<file path="config.mk">
export PLATFORM = sky130hd
export DESIGN_NAME = uart_tx_arbiter_flat
export DESIGN_NICKNAME = d
export VERILOG_FILES = /design/src/rtl/uart_tx_arbiter_if.sv /design/src/rtl/uart_tx_arbiter.sv /design/src/flat_wrapper.sv
export SDC_FILE = /design/constraint.sdc
export NUM_CORES = 1
export LEC_CHECK = 0
export CORE_MARGIN = 3
export CORE_UTILIZATION = 44
export DETAILED_ROUTE_END_ITERATION = 10
export GPL_TIMING_DRIVEN = 0
export PLACE_DENSITY = 0.8
export SYNTH_ARGS = -nofsm -noshare
export SYNTH_HDL_FRONTEND = slang
export SYNTH_SLANG_ARGS = --single-unit
</file>
<file path="constraint.sdc">
create_clock -name CLK -period 2.5 [get_ports CLK]
set_clock_uncertainty 0.1 [all_clocks]
set_input_delay 0.75 -clock CLK [delete_from_list [all_inputs] [get_ports CLK]]
set_output_delay 0.75 -clock CLK [all_outputs]
set_load 0.005 [all_outputs]
</file>
<file path="src/rtl/uart_tx_arbiter_if.sv">
// Bundle between the requesters, the shared UART transmitter and the arbiter.
// The slave modport is the arbiter's view. The master modport is the view of
// the surroundings: the requesters plus the transmitter's ready flag.
interface uart_tx_arbiter_if #(
    parameter int NUM_REQ = 4,
    parameter int WIDTH   = 8
);
    logic [NUM_REQ-1:0]       req;
    logic [NUM_REQ*WIDTH-1:0] req_data;
    logic [NUM_REQ-1:0]       ack;
    logic [NUM_REQ-1:0]       grant;
    logic                     busy;
    logic [15:0]              sent_count;
    logic [WIDTH-1:0]         tx_din;
    logic                     tx_enable;
    logic                     tx_ready;

    modport slave (
        input  req, req_data, tx_ready,
        output ack, grant, busy, sent_count, tx_din, tx_enable
    );

    modport master (
        output req, req_data, tx_ready,
        input  ack, grant, busy, sent_count, tx_din, tx_enable
    );
endinterface

</file>
<file path="src/rtl/uart_tx_arbiter.sv">
// Round-robin arbiter that shares one UART transmitter among NUM_REQ requesters.
// The winner's byte is captured when the grant is issued. The arbiter then
// holds the grant until the transmitter has taken the byte and gone idle
// again. All outputs come straight from registers.
//
//  state | meaning
//  IDLE  | no transfer; arbitrate when a request is pending and the UART is ready
//  HOLD  | start pulse issued; waiting for the UART to drop tx_ready
//  DRAIN | UART is shifting the byte out; waiting for tx_ready to return
module uart_tx_arbiter #(
    parameter int NUM_REQ = 4,
    parameter int WIDTH   = 8
) (
    input logic               CLK,
    input logic               RST,
    uart_tx_arbiter_if.slave  bus
);
    localparam int IDX_W = (NUM_REQ > 1) ? $clog2(NUM_REQ) : 1;

    typedef enum logic [1:0] {IDLE, HOLD, DRAIN} state_t;

    state_t             state_r, state_nxt;
    logic [IDX_W-1:0]   last_r, last_nxt;
    logic [IDX_W-1:0]   owner_r, owner_nxt;
    logic [NUM_REQ-1:0] grant_r, grant_nxt;
    logic [NUM_REQ-1:0] ack_r, ack_nxt;
    logic [WIDTH-1:0]   din_r, din_nxt;
    logic               en_r, en_nxt;
    logic               busy_r, busy_nxt;
    logic [15:0]        sent_count_r, sent_count_nxt;

    logic [WIDTH-1:0]   req_bytes [NUM_REQ];
    logic               found;
    logic [IDX_W-1:0]   winner;
    logic [IDX_W-1:0]   cand;

    // Split the packed request bus into one byte per requester.
    always_comb begin
        for (int i = 0; i < NUM_REQ; i++) begin
            req_bytes[i] = bus.req_data[i*WIDTH +: WIDTH];
        end
    end

    // Round-robin search: start just after the last completed owner and wrap.
    always_comb begin
        found  = 1'b0;
        winner = '0;
        cand   = '0;
        for (int k = 1; k <= NUM_REQ; k++) begin
            cand = IDX_W'((int'(last_r) + k) % NUM_REQ);
            if (!found && bus.req[cand]) begin
                found  = 1'b1;
                winner = cand;
            end
        end
    end

    // Next-state and next-output logic for the transfer sequence.
    always_comb begin
        state_nxt      = state_r;
        last_nxt       = last_r;
        owner_nxt      = owner_r;
        grant_nxt      = grant_r;
        ack_nxt        = '0;
        din_nxt        = din_r;
        en_nxt         = 1'b0;
        sent_count_nxt = sent_count_r;

        case (state_r)
            IDLE: begin
                if (found && bus.tx_ready) begin
                    owner_nxt = winner;
                    din_nxt   = req_bytes[winner];
                    en_nxt    = 1'b1;
                    grant_nxt = NUM_REQ'(1) << winner;
                    state_nxt = HOLD;
                end
            end
            HOLD: begin
                if (!bus.tx_ready) begin
                    state_nxt = DRAIN;
                end
            end
            DRAIN: begin
                if (bus.tx_ready) begin
                    ack_nxt        = NUM_REQ'(1) << owner_r;
                    grant_nxt      = '0;
                    last_nxt       = owner_r;
                    sent_count_nxt = sent_count_r + 16'd1;
                    state_nxt      = IDLE;
                end
            end
            default: begin
                state_nxt = IDLE;
                grant_nxt = '0;
            end
        endcase

        busy_nxt = (state_nxt != IDLE);
    end

    // State and output registers; reset abandons any byte in flight without an ack.
    always_ff @(posedge CLK) begin
        if (RST) begin
            state_r      <= IDLE;
            last_r       <= IDX_W'(NUM_REQ - 1);
            owner_r      <= '0;
            grant_r      <= '0;
            ack_r        <= '0;
            din_r        <= '0;
            en_r         <= 1'b0;
            busy_r       <= 1'b0;
            sent_count_r <= '0;
        end else begin
            state_r      <= state_nxt;
            last_r       <= last_nxt;
            owner_r      <= owner_nxt;
            grant_r      <= grant_nxt;
            ack_r        <= ack_nxt;
            din_r        <= din_nxt;
            en_r         <= en_nxt;
            busy_r       <= busy_nxt;
            sent_count_r <= sent_count_nxt;
        end
    end

    assign bus.ack        = ack_r;
    assign bus.grant      = grant_r;
    assign bus.busy       = busy_r;
    assign bus.sent_count = sent_count_r;
    assign bus.tx_din     = din_r;
    assign bus.tx_enable  = en_r;
endmodule

</file>
<file path="src/flat_wrapper.sv">
// flat-port wrapper written by rule: the top's interface ports become plain ports
module uart_tx_arbiter_flat 
#(
    parameter int NUM_REQ = 4,
    parameter int WIDTH   = 8
)
  (CLK, RST, bus_req, bus_req_data, bus_tx_ready, bus_ack, bus_grant, bus_busy, bus_sent_count, bus_tx_din, bus_tx_enable);
  uart_tx_arbiter_if #(.NUM_REQ(NUM_REQ), .WIDTH(WIDTH)) bus_i ();
  input logic CLK;
  input logic RST;
  input wire logic [$bits(bus_i.req)-1:0] bus_req;
  input wire logic [$bits(bus_i.req_data)-1:0] bus_req_data;
  input wire logic [$bits(bus_i.tx_ready)-1:0] bus_tx_ready;
  output wire logic [$bits(bus_i.ack)-1:0] bus_ack;
  output wire logic [$bits(bus_i.grant)-1:0] bus_grant;
  output wire logic [$bits(bus_i.busy)-1:0] bus_busy;
  output wire logic [$bits(bus_i.sent_count)-1:0] bus_sent_count;
  output wire logic [$bits(bus_i.tx_din)-1:0] bus_tx_din;
  output wire logic [$bits(bus_i.tx_enable)-1:0] bus_tx_enable;
  assign bus_i.req = bus_req;
  assign bus_i.req_data = bus_req_data;
  assign bus_i.tx_ready = bus_tx_ready;
  assign bus_ack = bus_i.ack;
  assign bus_grant = bus_i.grant;
  assign bus_busy = bus_i.busy;
  assign bus_sent_count = bus_i.sent_count;
  assign bus_tx_din = bus_i.tx_din;
  assign bus_tx_enable = bus_i.tx_enable;
  uart_tx_arbiter #(.NUM_REQ(NUM_REQ), .WIDTH(WIDTH)) u_core (.CLK(CLK), .RST(RST), .bus(bus_i));
endmodule
</file>
==> run metrics, run 1 <==
f_max=409 MHz; Critical Path RT=2.57 ns; final hold violation count=0; #FFs+latches synth=40; Relative slew margins=about 67%; die width=72.0 um; total power draw=1.32 mW; GRT Util Overall=19.7%; gr busiest metal=met2; maximum vdd drop=around 0.00043 V; post-detail-place hpwl=3580 um; Worst Tran Pin Value=~0.5 ns; Critical Path Fanout Max=10; CTS Hold Buffers Added=0; top cell type's share of synthesized area=41.8%; drt total wl=slightly below 5000 um; Async S/R FF share, synth=0%; most common cell in the synthesized netlist=dfxtp_1; PortBufs=71; Worst-path clk slew=0.08 ns; Setup Viol. Count Final=0; initial drt markers=between 100 and 150; CTS Root Cell=clkbuf_8; number of library cell types mapped by synthesis=43; status=finished clean; Synth Area per Inst=between 9 and 10 sq um; number of setup buffers added after CTS=0; post-layout minimum cycle time=2.44 ns; clock tree sinks=40; first-pass GRT wire length=8140 um; 1st-pass router iterations=4; H-tree depth=2; DRC errors left=0; via count=1792; Post-Syn Instances=between 200 and 250; PD cells=467 nW/um^2; die area=5180 sq um; initial antenna violation count=0; Post-Syn Nets=247; final count of pins violating max slew=0; clk_lat worst skew=0.29 ns; Ys Warns=0; CTS tree=done; Final #Nets=324; die height=just over 70 um; core area=4090 sq um; largest net degree at the start of global routing=12; Initial Util=around 47%; CTS Buf Count=5; crit path DAT=2.52 ns; Cell Rows=23; GR met2 Demand/Resource=31.4%; number of global-route vias before repair=1707; placer congestion estimate=0.815; CP Launch Type=input pin; IO Count=73; area delta synth->final=47.9%; final worst-path cycle share=97.8%; GR Util met3=3.74%; Leak=1.10 nW; hold_ws=0.375 ns; met1 Track Usage GR=between 20% and 30%; cell area after synthesis=1910 sq um; crit path kind=input pin to flip-flop; layout cell share with drive strength beyond 1=9.86%; drt via density=5.37; dominant cell type by area after synthesis=dfxtp_1; Crit. End Element=flip-flop; top area cells in the synthesized netlist=dfxtp_1 (42%), a211oi_1 (9.0%), mux2i_1 (4.7%); top cells by count, synth=dfxtp_1 (40), a211oi_1 (23), nor2_1 (21); FF-to-FF setup slack=between 0.4 and 0.5 ns; WL per Instance=14.9 um; grt total ovfl=0; n_diodes=0; Post-synth EDFFs=0; HP Class=flip-flop to flip-flop; Max-Cap Viols=0; sequential area share after synthesis=41.8%; dominant synthesized flop cell=dfxtp_1; maximum clock path buffer count=2; Filler cells=352; Routed Antenna Nets=0
## where the power goes
group          switching [mW]  internal (mW)
Sequential             0.0153          0.661
Clock                   0.212          0.190
Combinational           0.104          0.141
## cells by family after synthesis
group	count (synthesis)	share of synthesized area, %
and+or+nand+nor	72	20.7
AOI/OAI and AO/OA	48	19.7
DFF	40	41.8
buffers and inverters	22	5.56
xor gates and xnor gates	15	6.86
muxes	9	4.71
adders and majority gates	1	0.653
## sequential cells by signal, indices dropped and copies added (netlist names)
name / count
u_core.owner_r: 2
u_core.bus.busy: 1
u_core.last_r: 2
u_core.bus.tx_din: 8
u_core.bus.ack: 4
u_core.bus.sent_count: 16
u_core.bus.tx_enable: 1
u_core.state_r: 2
u_core.bus.grant: 4
## per-stage QoR
step	TNS [ns]	worst slack, ns	util [%]	instance area, sq um	std cells
floorplan	0	0.435	-	1910	207
global placement	-3.75	-0.337	65.8	2690	328
detailed placement	-4.16	-0.335	65.8	2690	328
CTS	0	0.0780	67.9	2780	335
global route	-0.0570	-0.0334	69.3	2830	334
finish	0	0.0558	69.3	2830	334
## path summary, 6_finish.rpt
kind	start	end	cells after the start
max	bus_req[2]	u_core.bus.tx_din[7]	7
min	u_core.bus.grant[1]	u_core.bus.grant[1]	1
max reg2reg	u_core.last_r[1]	u_core.bus.tx_din[7]	6
min reg2reg	u_core.bus.grant[1]	u_core.bus.grant[1]	1
## layout by cell type, fill, tap and decap left out, types with 3 or more instances in the layout
master / n
nand4_1: 3
mux2i_1: 8
inv_1: 10
clkbuf_8: 5
o21bai_1: 8
buf_2: 3
clkbuf_1: 5
nand2_1: 11
a21oi_1: 4
clkdlybuf4s50_1: 69
and3_1: 5
nor2_1: 20
nand3_1: 7
xor2_1: 10
a211oi_1: 23
dfxtp_1: 40
xnor2_1: 5
## worst max-delay path, cell delays in order
cell             delay [ns]
clkdlybuf4s50_1        0.58
nor2b_2                0.23
o21ai_4                0.11
a21o_4                 0.24
buf_12                 0.14
a2111oi_1              0.37
nor4_1                 0.08
## routing by layer
metal | up-vias | part of all wire [%]
li1 | 902 | -
met1 | 826 | 45
met2 | 57 | 49
met3 | 7 | 4.6
met4 | 0 | 1.1
met5 | - | 0
## final cells by class
type	count	area, sq um	share of cell area (%)
multi-input combinational	145	1070	37.8
sequential	40	801	28.3
timing repair buffer	71	716	25.3
clock buffer	6	72.6	2.56
buffer	10	62.6	2.21
tap	50	62.6	2.21
inverter	11	41.3	1.46
clock inverter	1	5.00	0.177
## what timing repair did
action                                  4_1_cts  5_1_grt
cloned                                        0        0
resized for setup                             3       12
endpoints found under the setup margin        8       10
(Power assumes the default switching activity.)
==> inputs of run 2 (changes only) <==
- REMOVE_ABC_BUFFERS: default -> 1
- SLEW_MARGIN: default -> 20
- clock period: 2.5 -> 2.56 ns (I/O delays scaled with it)
==> run 2 against run 1 <==
Flip-flop and latch count is the same; critical path depth shrank 1; first-iteration DRC count shrank 31%; sequential share of layout area grew 0.55 points; critical path type unchanged; die area is the same; hold slack lost 0.0065 ns; register-to-register slack gained 0.10 ns; largest power group unchanged; combinational power shrank 7%; final area shrank 1.9%; total power shrank 2.2%.
==> run metrics, run 2 (same netlist as run 1, synthesis figures left out) <==
Largest register FFs=16 (unchanged); most frequent cells in the layout=clkdlybuf4s50_1 (71), dfxtp_1 (40), a211oi_1 (23), nor2_1 (20), nand2_1 (12); Cell Rows=23 (unchanged); Worst-path clk slew=0.07 ns (about the same); CTS Buf Count=5 (unchanged); status=finished clean; die area=5180 sq um (unchanged); number of global-route vias before repair=1715 (+0.47%); initial antenna violation count=0 (unchanged); final hold violation count=0 (unchanged); FF-to-FF setup slack=0.53 ns (+0.10 ns); post-detail-place hpwl=3580 um (about the same); final worst slack=0.0814 ns (+0.0256 ns); die width=72.0 um (unchanged); core area=4090 sq um (unchanged); Critical Path RT=2.62 ns (+0.05 ns); Leak=1.06 nW (-4.4%); worst r2r src=u_core.last_r[1]; layout cell share with drive strength beyond 1=8.30% (-1.6 points); CP Launch Type=input pin; Comb power frac=17.7% (-0.8 points); hold_ws=0.368 ns (-0.00649 ns); GRT Util Overall=19.4% (-0.37 points); CTS tree=done; placer congestion estimate=0.798 (-2.1%); Relative slew margins=57.3% (-9.6 points); area delta synth->final=45.1%; maximum clock path buffer count=2 (unchanged); Worst Reg-to-Reg Cells=5 (-1); HP Class=flip-flop to flip-flop; grt total ovfl=0 (unchanged); r2r endpoint=u_core.bus.tx_din[7]; via count=1786 (-0.33%); Crit. End Element=flip-flop; IO Count=73 (unchanged); Initial Util=46.8% (unchanged); final worst-path cycle share=a little over nine tenths; DRC errors left=0 (unchanged); crit path DAT=2.54 ns (+0.02 ns); PortBufs=72 (+1.4%); drt total wl=5000 um (+0.62%); Routed Antenna Nets=0 (unchanged); internal power=0.961 mW (-3.1%); f_max=403 MHz; 1st-pass router iterations=4 (unchanged); maximum vdd drop=0.000302 V (-30%); Final #Nets=317 (-2.2%); Hold Path Stages=1 (unchanged); drt via density=5.46 (+1.8%); Max-Cap Viols=0 (unchanged); Design Area, Final=2780 sq um (-1.9%); Critical Path Fanout Max=10 (unchanged); Seq pwr share=51.3% (+0.2 points); first-pass GRT wire length=8000 um (-1.7%); clk_lat worst skew=0.29 ns (about the same); initial drt markers=92 (-31%); Worst Tran Pin Value=0.640 ns (+0.148 ns); WL per Instance=15.3 um (+2.8%); Clk pwr share=31.1% (+0.8 points); most common cell after layout, fill and taps aside=clkdlybuf4s50_1; clock tree sinks=40 (unchanged); largest net degree at the start of global routing=38 (+26); worst slack, placed=-0.615 ns (-0.279 ns); Switch Pwr=0.333 mW (+0.42%); switching share of power=25.7% (+0.67 points); RSZ-0062 raised after global routing=no; H-tree depth=2 (unchanged); PD cells=466 nW/um^2 (-0.32%); Filler cells=332 (-5.7%); final count of pins violating max slew=0 (unchanged); Setup Viol. Count Final=0 (unchanged); die height=72.0 um (unchanged); hold endpoint=u_core.bus.grant[0]; CTS Root Cell=clkbuf_8; crit path kind=input pin to flip-flop; post-layout minimum cycle time=2.48 ns; Hold Startpoint=u_core.bus.grant[0]; dpl cell area=2630 sq um (-2.0%); n_diodes=0 (unchanged)
==> run 2: layer usage <==
layer / global-route usage [%] / vias up / part of all wire, %
li1: - / 881 / -
met1: 23.8 / 859 / 43
met2: 33.0 / 38 / 52
met3: 4.02 / 8 / 3.3
met4: 7.93 / 0 / 1.4
met5: 0 / - / 0
==> run 2: stage by stage <==
stage | std cells | util (%) | power (mW) | setup TNS (ns)
2_1_floorplan | 196 | - | 0.762 | 0
3_3_place_gp | 318 | 64.4 | 0.886 | -11.51
3_5_place_dp | 318 | 64.4 | 0.892 | -5.47
4_1_cts | 326 | 67.0 | 1.30 | 0
5_1_grt | 327 | 68.0 | 1.35 | 0
6_report | 327 | 68.0 | 1.29 | 0
==> run 2: repair_timing <==
action                                  CTS  global route
endpoints found under the hold margin     0             0
gates cloned                              0             1
endpoints found under the setup margin    8             2
setup buffers                             1             0
gates resized for setup                   3             5
pin swaps                                 1             1
hold buffers                              0             0
==> run 2: power groups by stage <==
stage	clock (mW)	combinational, mW	sequential (mW)
final	0.402	0.229	0.664
after floorplan	0	0.0861	0.676
after global routing	0.434	0.248	0.667
after detailed placement	0	0.214	0.677
after CTS	0.419	0.221	0.663
after global placement	0	0.210	0.676
==> run 2: layout make-up <==
cell class / count / area (sq um) / share of cell area, %
multi-input combinational: 146 / 1070 / 38.5
sequential: 40 / 801 / 28.8
timing repair buffer: 73 / 723 / 26.0
clock buffer: 5 / 68.8 / 2.48
tap: 50 / 62.6 / 2.25
inverter: 11 / 41.3 / 1.49
clock inverter: 2 / 12.5 / 0.450
==> run 2: worst max path at each step <==
| stage | startpoint | to | slack, ns |
|---|---|---|---|
| global route | bus_tx_ready | u_core.bus.tx_din[0] | 0.003 |
| detailed placement | bus_tx_ready | u_core.bus.tx_din[5] | -0.61 |
| finish | bus_req[2] | u_core.bus.tx_din[7] | 0.08 |
| floorplan | bus_tx_ready | u_core.bus.tx_din[0] | 0.17 |
| global placement | bus_tx_ready | u_core.bus.tx_din[0] | -1.13 |
| CTS | bus_req[1] | u_core.bus.tx_din[5] | 0.11 |
==> run 2: worst max-delay path, stage by stage <==
cell and delay [ns]:
clkdlybuf4s50_1 0.56, nand2b_1 0.25, o22ai_4 0.14, a21o_2 0.31, a2111oi_1 0.43, nor4_1 0.08
==> patch, RTL diff (settings of run 2) <==
Reset style: asynchronous (`RST`), changed in one clocked block.
--- a/src/rtl/uart_tx_arbiter.sv
+++ b/src/rtl/uart_tx_arbiter.sv
@@ -101,5 +101,5 @@
 
     // State and output registers; reset abandons any byte in flight without an ack.
-    always_ff @(posedge CLK) begin
+    always_ff @(posedge CLK or posedge RST) begin
         if (RST) begin
             state_r      <= IDLE;
Check against the original RTL: differs if RST is asserted again (counterexample within 4 cycles, from zero or initial values and one cycle with RST high); with RST held inactive, the same outputs for 4 cycles.
==> patch against run 2 <==
Core utilization is 0.72 points lower. Final area is 7.6% higher. Final cell count is 1.2% lower. Synthesized area is 7.8% higher. Setup slack better by 0.0067 ns. Routed wire length is 4.5% lower. Non-clock buffer count is 6 higher. Sequential cell count stayed put.
Power is not compared: it rests on default switching activity, and its combinational part moved more than twofold at a synthesized area within 25%.
==> patch: results <==
clock_tree:
  clkTransAtPathRegs_ns: 0.08
  root_buffer: "clkbuf_8"
  h-tree-depth: 2
  cts_buffers: 5
  clk_latency_ns: 0.29
place:
  placed_area_sq_mm: 0.002821
  place_congestion: 0.7346
  port_buffers: 72
  place_hpwl_mm: 3.500
timing:
  timing_hold_violations_final: 0
  worst_pin_slew_ns: 0.4583
global_routing:
  grtUsageTotal_pct: 17.45
  met3_usage_pct: 3.919
  grt_start_max_net_pins: 25
  met1_usage_pct: 23.76
  antenna_found_initial: 0
  grt_use_met2_pct: 27.80
  grt_pass1_wl_mm: 7.403
  grt_pass1_vias: 1542
routing:
  vias_per_cell: 5.198
  met3_wirelength_microns: 234
  wl_met1_mm: 2.166
  drtPass1Iterations: 4
  met2_length_mm: 2.319
  top_layer_used: "met4"
  drt_iter0_drc: 92
  drt_wl_total_mm: 4.771
cells_and_area:
  layout-drive-gt1-share_pct: 16.97
  fin_nets: 310
  largest_reg_flops: 16
  num_antenna_cells: 0
critical_path:
  cp.arrival_ns: 2.54
  critPathTopFamily: "buffers and inverters"
  crit_slowest_cell: "clkdlybuf4s50_1"
  crit_fanout: 10
  critPathMaxStageDelay_ns: 0.52
power_and_ir_drop:
  ir_drop_mv: 0.3842
  pwr-share-seq_pct: 40.4
  p_leak_nw: 1.265
  power.share.combinational_pct: 40.3
  p_switching_uw: 767.9
run_status:
  outcome: "completed"
logic_synthesis:
  synthArstFlopShare_pct: 100.0
  yosysWarnings: 0
  synthFlopType: "dfrtp_1"
  ys_seq_area_share_pct: 48.61
  synthTopCellsByCount: "dfrtp_1, nand2_1, a211oi_2, nor2_1, xnor2_1"
  ys_types: 42
  synthTopCellsByArea: "dfrtp_1, a211oi_2, xnor2_1"
worst_hold_path:
  worst_hold_path_type: "reg -> reg"
==> patch: cell families after synthesis <==
| logic type | Yosys count | synth area share, % |
|---|---|---|
| buf+inv | 18 | 4.728 |
| simple gates | 71 | 18.91 |
| xor+xnor | 16 | 6.788 |
| flops | 40 | 48.61 |
| compound gates | 37 | 16.49 |
| mux | 8 | 3.879 |
| fa+ha+maj | 1 | 0.6060 |
==> patch: per-stage QoR <==
step | power [mW] | setup slack [ns] | instances | util (%)
3_3_place_gp | 1.770 | -0.8058 | 308 | 62.87
2_1_floorplan | 1.377 | 0.1671 | 184 | -
3_5_place_dp | 1.793 | -0.8185 | 309 | 63.49
5_1_grt | 2.443 | 0.03166 | 323 | 67.26
4_1_cts | 2.314 | 0.06064 | 323 | 67.09
6_report | 2.306 | 0.08811 | 323 | 67.26
==> patch: worst paths after layout <==
| path | start | end | slack, ns | cells past startpoint |
|---|---|---|---|---|
| max reg2reg | u_core.last_r[0] | u_core.bus.tx_din[7] | 0.53 | 6 |
| max in group asynchronous | RST | u_core.bus.sent_count[9] | 1.22 | 3 |
| min in group asynchronous | RST | u_core.bus.tx_enable | 0.69 | 2 |
| min reg2reg | u_core.bus.sent_count[15] | u_core.bus.sent_count[15] | 0.38 | 1 |
| max | bus_req[1] | u_core.bus.tx_din[7] | 0.09 | 6 |
| min | u_core.bus.sent_count[15] | u_core.bus.sent_count[15] | 0.38 | 1 |
==> patch: repair_timing <==
action                     in CTS  in global routing
resized for setup               2                  3
setup buffers                   6                  0
setup endpoints to repair      13                  4
pin swaps                       1                  0
==> patch: cell type report <==
class | count | area, sq um
inverter | 11 | 41.29
sequential | 40 | 1003
fill | 351 | 1455
clock buffer | 6 | 82.58
multi-input combinational | 133 | 975.9
clock inverter | 2 | 15.01
tap | 52 | 65.06
timing repair buffer | 79 | 805.8
